### src/rtl/bram_stream_reader.sv
// bram_stream_reader
//   Read-side master for a single-port view of a dual-port RAM. A transfer is
//   requested with a base address and a word count. The block issues one read
//   per clock, absorbs the RAM's one-cycle registered read latency through a
//   two-entry FIFO, and presents the words as a valid/ready stream. With an
//   always-ready consumer it sustains one word per clock.
//
// Ports
//   clk, reset           clock; asynchronous active-high reset
//   start, base, count   transfer request (sampled only while idle)
//   busy, done, err      status: transfer active, completion pulse, reject pulse
//   ram_we, ram_din      write side of the RAM port, held inactive
//   ram_oe, ram_address  read strobe and read address to the RAM
//   ram_dout             RAM read data, valid the cycle after ram_oe
//   ram_length           RAM size in words, bounds the accepted count
//   m_valid, m_ready     output stream handshake
//   m_data, m_last       output word and end-of-transfer marker

module bram_stream_reader #(
    parameter int DEPTH = 10,
    parameter int WIDTH = 32
) (
    input  logic               clk,
    input  logic               reset,
    input  logic               start,
    input  logic [DEPTH-1:0]   base,
    input  logic [DEPTH:0]     count,
    output logic               busy,
    output logic               done,
    output logic               err,
    output logic               ram_we,
    output logic               ram_oe,
    output logic [DEPTH-1:0]   ram_address,
    output logic [WIDTH-1:0]   ram_din,
    input  logic [WIDTH-1:0]   ram_dout,
    input  logic [31:0]        ram_length,
    output logic               m_valid,
    input  logic               m_ready,
    output logic [WIDTH-1:0]   m_data,
    output logic               m_last
);

    // state   | meaning
    // S_IDLE  | waiting for start; count checked against ram_length here
    // S_RUN   | reads still to be issued
    // S_DRAIN | all reads issued, waiting for the last word to be accepted
    typedef enum logic [1:0] {
        S_IDLE  = 2'd0,
        S_RUN   = 2'd1,
        S_DRAIN = 2'd2
    } state_t;

    localparam logic [DEPTH:0]   CNT_ONE  = (DEPTH+1)'(1);
    localparam logic [DEPTH-1:0] ADDR_ONE = DEPTH'(1);

    state_t             state_q, state_d;
    logic [DEPTH:0]     issue_left_q, issue_left_d;
    logic [DEPTH:0]     out_left_q, out_left_d;
    logic [DEPTH-1:0]   addr_q, addr_d;
    logic               done_q, done_d;
    logic               err_q, err_d;
    logic               inflight_q;

    logic [WIDTH-1:0]   fifo_q [2];
    logic               wr_ptr_q, rd_ptr_q;
    logic [1:0]         occ_q;

    logic               pop;
    logic               issue;
    logic               count_ok;
    logic [2:0]         pending;

    assign ram_we      = 1'b0;
    assign ram_din     = '0;
    assign ram_address = addr_q;
    assign ram_oe      = issue;

    assign busy    = (state_q != S_IDLE);
    assign done    = done_q;
    assign err     = err_q;

    assign m_valid = (occ_q != 2'd0);
    assign m_data  = fifo_q[rd_ptr_q];
    assign m_last  = m_valid && (out_left_q == CNT_ONE);
    assign pop     = m_valid && m_ready;

    assign count_ok = (32'(count) <= ram_length);

    // Words already buffered or on their way back from the RAM, less the one
    // leaving this cycle. A new read is only issued when it is guaranteed a
    // FIFO slot by the time its data returns, so the FIFO write never stalls.
    // The read strobe is decided in the same cycle it is driven; deferring it
    // a register stage would cost a third FIFO entry to keep full rate.
    assign pending = 3'(occ_q) + 3'(inflight_q) - 3'(pop);

    always_comb begin
        state_d      = state_q;
        issue_left_d = issue_left_q;
        out_left_d   = out_left_q;
        addr_d       = addr_q;
        done_d       = 1'b0;
        err_d        = 1'b0;
        issue        = 1'b0;

        case (state_q)
            S_IDLE: begin
                if (start) begin
                    if (count == '0) begin
                        done_d = 1'b1;
                    end else if (!count_ok) begin
                        err_d = 1'b1;
                    end else begin
                        state_d      = S_RUN;
                        issue_left_d = count;
                        out_left_d   = count;
                        addr_d       = base;
                    end
                end
            end
            S_RUN: begin
                if ((issue_left_q != '0) && (pending < 3'd2)) begin
                    issue        = 1'b1;
                    addr_d       = addr_q + ADDR_ONE;
                    issue_left_d = issue_left_q - CNT_ONE;
                    if (issue_left_q == CNT_ONE) begin
                        state_d = S_DRAIN;
                    end
                end
            end
            S_DRAIN: begin
                state_d = S_DRAIN;
            end
            default: begin
                state_d = S_IDLE;
            end
        endcase

        if (pop) begin
            out_left_d = out_left_q - CNT_ONE;
            if (m_last) begin
                state_d = S_IDLE;
                done_d  = 1'b1;
            end
        end
    end

    always_ff @(posedge clk or posedge reset) begin
        if (reset) begin
            state_q      <= S_IDLE;
            issue_left_q <= '0;
            out_left_q   <= '0;
            addr_q       <= '0;
            done_q       <= 1'b0;
            err_q        <= 1'b0;
            inflight_q   <= 1'b0;
        end else begin
            state_q      <= state_d;
            issue_left_q <= issue_left_d;
            out_left_q   <= out_left_d;
            addr_q       <= addr_d;
            done_q       <= done_d;
            err_q        <= err_d;
            inflight_q   <= issue;
        end
    end

    // Two-entry FIFO; the write is unconditional on the cycle after a read
    // because the issue rule has already reserved the slot.
    always_ff @(posedge clk or posedge reset) begin
        if (reset) begin
            fifo_q[0] <= '0;
            fifo_q[1] <= '0;
            wr_ptr_q  <= 1'b0;
            rd_ptr_q  <= 1'b0;
            occ_q     <= 2'd0;
        end else begin
            if (inflight_q) begin
                fifo_q[wr_ptr_q] <= ram_dout;
                wr_ptr_q         <= ~wr_ptr_q;
            end
            if (pop) begin
                rd_ptr_q <= ~rd_ptr_q;
            end
            occ_q <= occ_q + 2'(inflight_q) - 2'(pop);
        end
    end

endmodule
### config.mk
export PLATFORM = sky130hd
export DESIGN_NAME = bram_stream_reader
export DESIGN_NICKNAME = d
export VERILOG_FILES = /design/src/rtl/bram_stream_reader.sv
export SDC_FILE = /design/constraint.sdc
export NUM_CORES = 1
export LEC_CHECK = 0
export ABC_AREA = 1
export CORE_ASPECT_RATIO = 1.5
export CORE_MARGIN = 10
export CORE_UTILIZATION = 34
export DETAILED_ROUTE_END_ITERATION = 8
export REMOVE_ABC_BUFFERS = 1
export SYNTH_ARGS = -nofsm -noshare
export SYNTH_HDL_FRONTEND = slang
export SYNTH_SLANG_ARGS = --single-unit
### constraint.sdc
create_clock -name clk -period 4.71 [get_ports clk]
set_input_delay 0.942 -clock clk [delete_from_list [all_inputs] [get_ports clk]]
set_output_delay 0.942 -clock clk [all_outputs]
set_load 0.005 [all_outputs]
==> impl_results.rst, run 1 <==
.. list-table::
   :header-rows: 1

   * - Metric
     - Value
   * - Hold Startpoint
     - issue_left_q[1]$_DFFE_PP0P_
   * - Worst rel slew slack
     - 0.290
   * - Final global-route overflow total
     - 0
   * - Initial antenna violation count
     - 0
   * - Sequential cell area fraction in the yosys report
     - 0.430
   * - Average routed wire per standard cell
     - around 14 um
   * - Initial standard-cell utilization of the core
     - 0.344
   * - Fin nets
     - about 1100
   * - Slack of the critical path
     - between 0.3 and 0.4 ns
   * - Mean instance size in the synthesized netlist
     - around 7.3 um^2
   * - Count of clock tree sinks
     - approximately 110
   * - Final count of pins violating max slew
     - 0
   * - Share of the clock period used by the worst path
     - 0.934
   * - Footprint of the multi-input gates
     - between 0.002 and 0.003 mm^2
   * - Post-cts sizing count
     - 0
   * - Count of state elements after synthesis
     - ~110
   * - Worst Hold Margin
     - 0.483 ns
   * - Critical path startpoint category
     - input port
   * - Number of core rows
     - 60
   * - Antenna-violating nets left
     - 0
   * - Dominant synthesized flop cell
     - sky130_fd_sc_hd__dfrtp_1
   * - CTS Buf Count
     - 9
   * - Die span in y
     - approximately 180 um
   * - Antenna diode count
     - 0
   * - Reg2Reg Launch Point
     - occ_q[1]$_DFF_PP0_
   * - Post-placement cell count
     - approximately 1200
   * - Clock-pin slew reported for the worst setup and hold paths after clock tree synthesis
     - 0.07 ns
   * - Worst vdd ir
     - between 200 and 250 uV
   * - Count of routing violations after the opening detailed-route iteration
     - 437
   * - Pwr Total
     - approximately 4.7 mW
   * - Post CTS Setup Buffer Count
     - 0
   * - Count of endpoints failing setup in the final report
     - 0
   * - Most frequent cell after synthesis
     - sky130_fd_sc_hd__nand2_1
   * - Number of unique standard cell types used by synthesis
     - 35
   * - Max clock buf depth
     - 2
   * - Net Switching
     - 1.94 mW
   * - Wire length after detailed routing
     - roughly 16000 um
   * - Number of filler instances in the final layout
     - around 1800
   * - Buffers on Ports
     - about 140
   * - First drt pass iteration count
     - 4
   * - Reg-to-Reg End
     - ram_address[9]$_DFFE_PP0P_
   * - Count of placed standard cells in the final layout, fillers left out
     - 1179
   * - Count of cells along the worst register-to-register path
     - 16
   * - Global-route wire length before repair
     - roughly 27000 um
   * - Cell area power density
     - 604 mW/mm^2
   * - Pin count of the biggest net entering global routing
     - approximately 80
   * - H-tree level count
     - 3
   * - Required @ worst endpoint
     - about 3.8 ns
   * - Cts hold-fix bufs
     - 0
   * - Category of the worst setup path capture point
     - output pin
   * - Area taken by flip-flops and latches
     - ~0.0026 mm^2
   * - Synthesis Warnings
     - 0
   * - Crit-path max FO
     - 3
   * - Sequential fraction of design power
     - 0.345
   * - Number of global-route vias before repair
     - about 5500
   * - Biggest area consumer among synthesized cells
     - sky130_fd_sc_hd__dfrtp_1
   * - Number of primary I/O pins
     - 170
   * - Remaining design rule violation count
     - 0
   * - Status
     - complete, no violations
   * - Total negative slack
     - 0 ns
   * - Clock root cell
     - sky130_fd_sc_hd__clkbuf_16
   * - Internal portion of total power
     - 2.77 mW
   * - HPWL reported at the end of detailed placement
     - roughly 12000 um
   * - Clock Latency Late Sink
     - approximately 0.34 ns
   * - Area share of the largest cell type after synthesis
     - 0.430
   * - Die Footprint
     - between 0.02 and 0.025 mm^2
   * - Post-placement setup slack
     - about 0.31 ns
   * - Number of flops mapped to enable cells by yosys
     - 0
   * - Leakage power total
     - just under 4 nW
   * - Fraction of power spent switching nets
     - 0.412
   * - Combinational fraction of design power
     - 0.499
   * - Minimum period implied by the final worst setup slack
     - about 4.4 ns
   * - Total routing usage reported by global routing
     - 0.135
   * - List of most frequent post-synthesis cells
     - sky130_fd_sc_hd__nand2_1, sky130_fd_sc_hd__dfrtp_1, sky130_fd_sc_hd__o21ai_0
   * - Core Area
     - 0.0178 mm^2
   * - Share of final-layout standard cells stronger than drive strength 1
     - 0.0385
   * - Worst hold path stage count
     - 2
   * - FMAX
     - between 200 and 250 MHz
   * - Async set-or-reset flop fraction in the synthesized netlist
     - 1.00
   * - Clock share of power
     - 0.156
   * - Worst-margin pin slew
     - 1.06 ns
   * - Vias
     - approximately 5500
   * - Worst endpoint data arrival time
     - about 3.5 ns
   * - Layout overhead on the synthesized area
     - 27.5%
   * - Post-Synthesis Cell Area
     - 0.00612 mm^2
   * - Gpl congestion
     - 0.811
   * - Path type of the worst min-delay path
     - reg -> reg
   * - Hold Crit Endpoint
     - issue_left_q[1]$_DFFE_PP0P_
   * - Setup slack on the worst flop-to-flop path
     - ~1.7 ns
   * - X dimension of the die
     - ~130 um
   * - Clock tree from TritonCTS
     - done
   * - Number of vias per cell after detailed routing
     - between 4 and 5
   * - Largest cells by area after synthesis
     - sky130_fd_sc_hd__dfrtp_1, sky130_fd_sc_hd__nand2_1, sky130_fd_sc_hd__o21ai_0
   * - Final Skew
     - about 0.008 ns
   * - Final Hold Fails
     - 0
   * - Max_cap viols
     - 0
   * - Start-to-end type of the worst setup path
     - in -> out
   * - Unrepaired setup endpoints after global routing
     - no
   * - Number of cells produced by synthesis
     - 840
[cell usage in the layout (no fill, tap or decap), types with 15 or more instances in the layout]
master,Yosys,final
sky130_fd_sc_hd__nor2_1,43,43
sky130_fd_sc_hd__a21oi_1,15,15
sky130_fd_sc_hd__nand3_1,46,46
sky130_fd_sc_hd__inv_1,96,95
sky130_fd_sc_hd__nand2_1,280,279
sky130_fd_sc_hd__dfrtp_1,105,105
sky130_fd_sc_hd__conb_1,1,33
sky130_fd_sc_hd__ha_1,18,18
sky130_fd_sc_hd__o21ai_0,104,104
sky130_fd_sc_hd__clkdlybuf4s50_1,0,136
[worst max path at each step]
stage	start	end	slack [ns]	cells after the start
floorplan	m_ready	ram_oe	0.83	9
global placement	m_ready	ram_oe	0.31	11
detailed placement	m_ready	ram_oe	0.31	11
CTS	m_ready	ram_oe	0.29	11
global route	m_ready	ram_oe	0.1	11
finish	m_ready	ram_oe	0.31	11
[per-stage QoR]
step / cell area, um^2 / utilization
after floorplan: 5820 / -
after detailed placement: 7510 / 0.422
final: 7800 / 0.438
after CTS: 7800 / 0.438
after global routing: 7800 / 0.438
after global placement: 7510 / 0.422
[worst max-delay path, stage by stage]
cell,delay [ns]
sky130_fd_sc_hd__clkdlybuf4s50_1,0.40
sky130_fd_sc_hd__nand2_1,0.08
sky130_fd_sc_hd__inv_1,0.06
sky130_fd_sc_hd__ha_1,0.27
sky130_fd_sc_hd__inv_1,0.04
sky130_fd_sc_hd__ha_1,0.18
sky130_fd_sc_hd__fa_1,0.47
sky130_fd_sc_hd__a21oi_1,0.16
sky130_fd_sc_hd__o211ai_2,0.15
sky130_fd_sc_hd__nor2_2,0.16
sky130_fd_sc_hd__clkdlybuf4s50_1,0.55
[power by group through the flow]
stage | clock, mW | sequential (mW) | combinational [mW]
finish | 0.734 | 1.62 | 2.35
global route | 0.795 | 1.69 | 2.72
CTS | 0.756 | 1.62 | 2.41
detailed placement | 0 | 1.64 | 2.40
global placement | 0 | 1.63 | 2.36
floorplan | 0 | 1.60 | 1.37
[registers in the layout (all words and copies together) (netlist names)]
register      cells
rd_ptr_q          1
fifo_q           64
done              1
wr_ptr_q          1
occ_q             2
issue_left_q     11
out_left_q       11
inflight_q        1
ram_address      10
state_q           2
err               1
[area by class of cell]
class                   count  share of cell area
clock buffers              10              0.0294
clock inverters             6             0.00802
inverters                  99              0.0480
multi-input cells         600               0.363
flip-flops and latches    105               0.337
well taps                 217              0.0348
repair buffers            142               0.180
[routing by layer]
layer,part of all wire,GRT usage,vias to the layer above
met4,0.011,0.0370,0
met2,0.51,0.242,136
met5,0,0,-
met1,0.41,0.156,2500
met3,0.065,0.0328,10
li1,-,-,2822
[logic make-up (layout without fill, tap and decap cells)]
group | after synthesis | in the layout | share of synthesized area
compound gates | 131 | 131 | 0.111
xor+xnor | 9 | 9 | 0.0129
fa+ha+maj | 19 | 19 | 0.0401
buf+inv | 167 | 257 | 0.128
flops | 105 | 105 | 0.430
other cells | 1 | 33 | 0.000613
simple gates | 408 | 408 | 0.277
Power figures use the tool's default switching activity.
==> run 2, diff against run 1 <==
--- a/config.mk
+++ b/config.mk
@@ -10,6 +10,7 @@
 export CORE_MARGIN = 10
 export CORE_UTILIZATION = 34
 export DETAILED_ROUTE_END_ITERATION = 8
+export MAX_ROUTING_LAYER = met4
 export REMOVE_ABC_BUFFERS = 1
 export SYNTH_ARGS = -nofsm -noshare
 export SYNTH_HDL_FRONTEND = slang
==> run 2 against run 1 <==
Against the previous run: count of clock-buffer cells in the layout stayed put; design area stayed put; final cell count stayed put; core utilization stayed put; combinational power hardly changed; first-iteration DRC count is 3.2% lower; non-clock buffer count stayed put; critical path type unchanged; largest cell class unchanged.
==> impl_results.rst, run 2 (synthesis results as in run 1) <==
.. list-table::
   :header-rows: 1

   * - Metric
     - Value
   * - Final count of pins violating max slew
     - 0 (unchanged)
   * - Required @ worst endpoint
     - 3.77 ns (about the same)
   * - Reg-to-Reg End
     - issue_left_q[0]$_DFFE_PP0P_
   * - Register with the most flip-flops
     - fifo_q
   * - Commonest non-fill, non-tap cells in the layout
     - sky130_fd_sc_hd__nand2_1, sky130_fd_sc_hd__clkdlybuf4s50_1, sky130_fd_sc_hd__dfrtp_1
   * - Initial antenna violation count
     - 0 (unchanged)
   * - Status
     - complete, no violations
   * - Clock-pin slew reported for the worst setup and hold paths after clock tree synthesis
     - 0.07 ns (about the same)
   * - Die span in y
     - 184 um (unchanged)
   * - Worst rel slew slack
     - 0.288 (-0.00205)
   * - Crit-path max FO
     - 3 (unchanged)
   * - Post CTS Setup Buffer Count
     - 0 (unchanged)
   * - Wire length after detailed routing
     - 16300 um (about the same)
   * - Count of clock tree sinks
     - 105 (unchanged)
   * - Pin count of the biggest net entering global routing
     - 79 (unchanged)
   * - Share of final-layout standard cells stronger than drive strength 1
     - 0.0385 (unchanged)
   * - Global-route wire length before repair
     - 26700 um (about the same)
   * - Clock Latency Late Sink
     - 0.34 ns (about the same)
   * - Max clock buf depth
     - 2 (unchanged)
   * - Antenna-violating nets left
     - 0 (unchanged)
   * - Average routed wire per standard cell
     - 13.8 um (about the same)
   * - Number of vias per cell after detailed routing
     - 4.68 (+0.99%)
   * - Hold Crit Endpoint
     - issue_left_q[1]$_DFFE_PP0P_
   * - Number of filler instances in the final layout
     - 1836 (unchanged)
   * - Number of core rows
     - 60 (unchanged)
   * - Share of the clock period used by the worst path
     - 0.935 (+0.00110)
   * - Core Area
     - 0.0178 mm^2 (unchanged)
   * - Final global-route overflow total
     - 0 (unchanged)
   * - Cell area power density
     - 604 mW/mm^2 (about the same)
   * - H-tree level count
     - 3 (unchanged)
   * - First drt pass iteration count
     - 5 (+1)
   * - Minimum period implied by the final worst setup slack
     - 4.40 ns (+0.00519 ns)
   * - Cts hold-fix bufs
     - 0 (unchanged)
   * - CTS Buf Count
     - 9 (unchanged)
   * - Largest registers
     - fifo_q: 64 flops, issue_left_q: 11 flops, out_left_q: 11 flops
   * - Start-to-end type of the worst setup path
     - in -> out
   * - Total routing usage reported by global routing
     - 0.139 (+0.00377)
   * - Setup slack on the worst flop-to-flop path
     - 1.72 ns (-0.02 ns)
   * - Gpl congestion
     - 0.821 (+1.2%)
   * - Hold Startpoint
     - issue_left_q[1]$_DFFE_PP0P_
   * - Unrepaired setup endpoints after global routing
     - no
   * - Number of global-route vias before repair
     - 5472 (+0.15%)
   * - Worst-margin pin slew
     - 1.07 ns (+0.00308 ns)
   * - HPWL reported at the end of detailed placement
     - 12000 um (unchanged)
   * - X dimension of the die
     - 130 um (unchanged)
   * - Final Hold Fails
     - 0 (unchanged)
   * - Count of placed standard cells in the final layout, fillers left out
     - 1179 (unchanged)
   * - FMAX
     - 227 MHz (-0.12%)
   * - Post-cts sizing count
     - 0 (unchanged)
   * - Clock tree from TritonCTS
     - done
   * - Category of the worst setup path capture point
     - output pin
   * - Fin nets
     - 1065 (unchanged)
   * - Remaining design rule violation count
     - 0 (unchanged)
   * - Critical path startpoint category
     - input port
   * - Worst endpoint data arrival time
     - 3.46 ns (about the same)
   * - Count of routing violations after the opening detailed-route iteration
     - 423 (-3.2%)
   * - Buffers on Ports
     - 136 (unchanged)
   * - Total negative slack
     - 0 ns (unchanged)
   * - Number of primary I/O pins
     - 170 (unchanged)
   * - Antenna diode count
     - 0 (unchanged)
   * - Post-placement cell count
     - 1163 (unchanged)
   * - Die Footprint
     - 0.0239 mm^2 (unchanged)
   * - Count of endpoints failing setup in the final report
     - 0 (unchanged)
   * - Worst vdd ir
     - 220 uV (about the same)
   * - Reg2Reg Launch Point
     - occ_q[1]$_DFF_PP0_
   * - Worst hold path stage count
     - 2 (unchanged)
   * - Count of cells along the worst register-to-register path
     - 16 (unchanged)
   * - Max FFs per register
     - 64 (unchanged)
   * - Clock root cell
     - sky130_fd_sc_hd__clkbuf_16
   * - Max_cap viols
     - 0 (unchanged)
   * - Leading cell type in the layout, fill and taps excluded
     - sky130_fd_sc_hd__nand2_1
   * - Vias
     - 5522 (+0.99%)
   * - Final Skew
     - 0.0117 ns (+0.00379 ns)
   * - Path type of the worst min-delay path
     - reg -> reg
   * - Leakage power total
     - 3.92 nW (unchanged)
   * - Initial standard-cell utilization of the core
     - 0.344 (unchanged)
   * - Worst Hold Margin
     - 0.484 ns (+0.00159 ns)
   * - Layout overhead on the synthesized area
     - 27.5% (unchanged)
==> run 2: final cells by class <==
class / count / area, um^2 / area share
inverter: 99 / 374 / 0.0480
multi-input combinational: 600 / 2830 / 0.363
clock inverter: 6 / 62.6 / 0.00802
tap: 217 / 272 / 0.0348
timing repair buffer: 142 / 1410 / 0.180
sequential: 105 / 2630 / 0.337
clock buffer: 10 / 229 / 0.0294
==> run 2: critical path, stage by stage <==
cell                              delay [ns]
sky130_fd_sc_hd__clkdlybuf4s50_1        0.40
sky130_fd_sc_hd__nand2_1                0.08
sky130_fd_sc_hd__inv_1                  0.06
sky130_fd_sc_hd__ha_1                   0.27
sky130_fd_sc_hd__inv_1                  0.04
sky130_fd_sc_hd__ha_1                   0.18
sky130_fd_sc_hd__fa_1                   0.47
sky130_fd_sc_hd__a21oi_1                0.16
sky130_fd_sc_hd__o211ai_2               0.15
sky130_fd_sc_hd__nor2_2                 0.16
sky130_fd_sc_hd__clkdlybuf4s50_1        0.55
==> run 2: report_power, final <==
group          switching, mW  total [mW]  leakage [nW]  internal [mW]
Clock                  0.359       0.733         0.142          0.374
Sequential             0.288        1.62          1.30           1.34
Combinational           1.29        2.35          2.48           1.06
==> run 2: how the worst max path moves through the flow <==
stage                       start      to  slack, ns  cells past startpoint
final                     m_ready  ram_oe       0.31                     11
after global routing      m_ready  ram_oe        0.1                     11
after CTS                 m_ready  ram_oe       0.29                     11
after detailed placement  m_ready  ram_oe       0.31                     11
after global placement    m_ready  ram_oe       0.31                     11
after floorplan           m_ready  ram_oe       0.83                      9
==> run 2: per-layer routing <==
metal,share of wire,vias up,GRT usage,routed length [um]
li1,-,2824,-,-
met3,0.051,11,0.0273,835
met1,0.43,2539,0.161,6950
met2,0.51,148,0.242,8350
met4,0.0097,0,0.0343,158
met5,0,-,-,0
==> run 2: per-stage QoR <==
step / power [mW] / cell area [um^2] / setup WS, ns / utilization
after floorplan: 2.96 / 5820 / 0.831 / -
after CTS: 4.78 / 7800 / 0.287 / 0.438
final: 4.71 / 7800 / 0.306 / 0.438
after global routing: 5.21 / 7800 / 0.0997 / 0.438
after global placement: 3.99 / 7510 / 0.314 / 0.422
after detailed placement: 4.04 / 7510 / 0.312 / 0.422
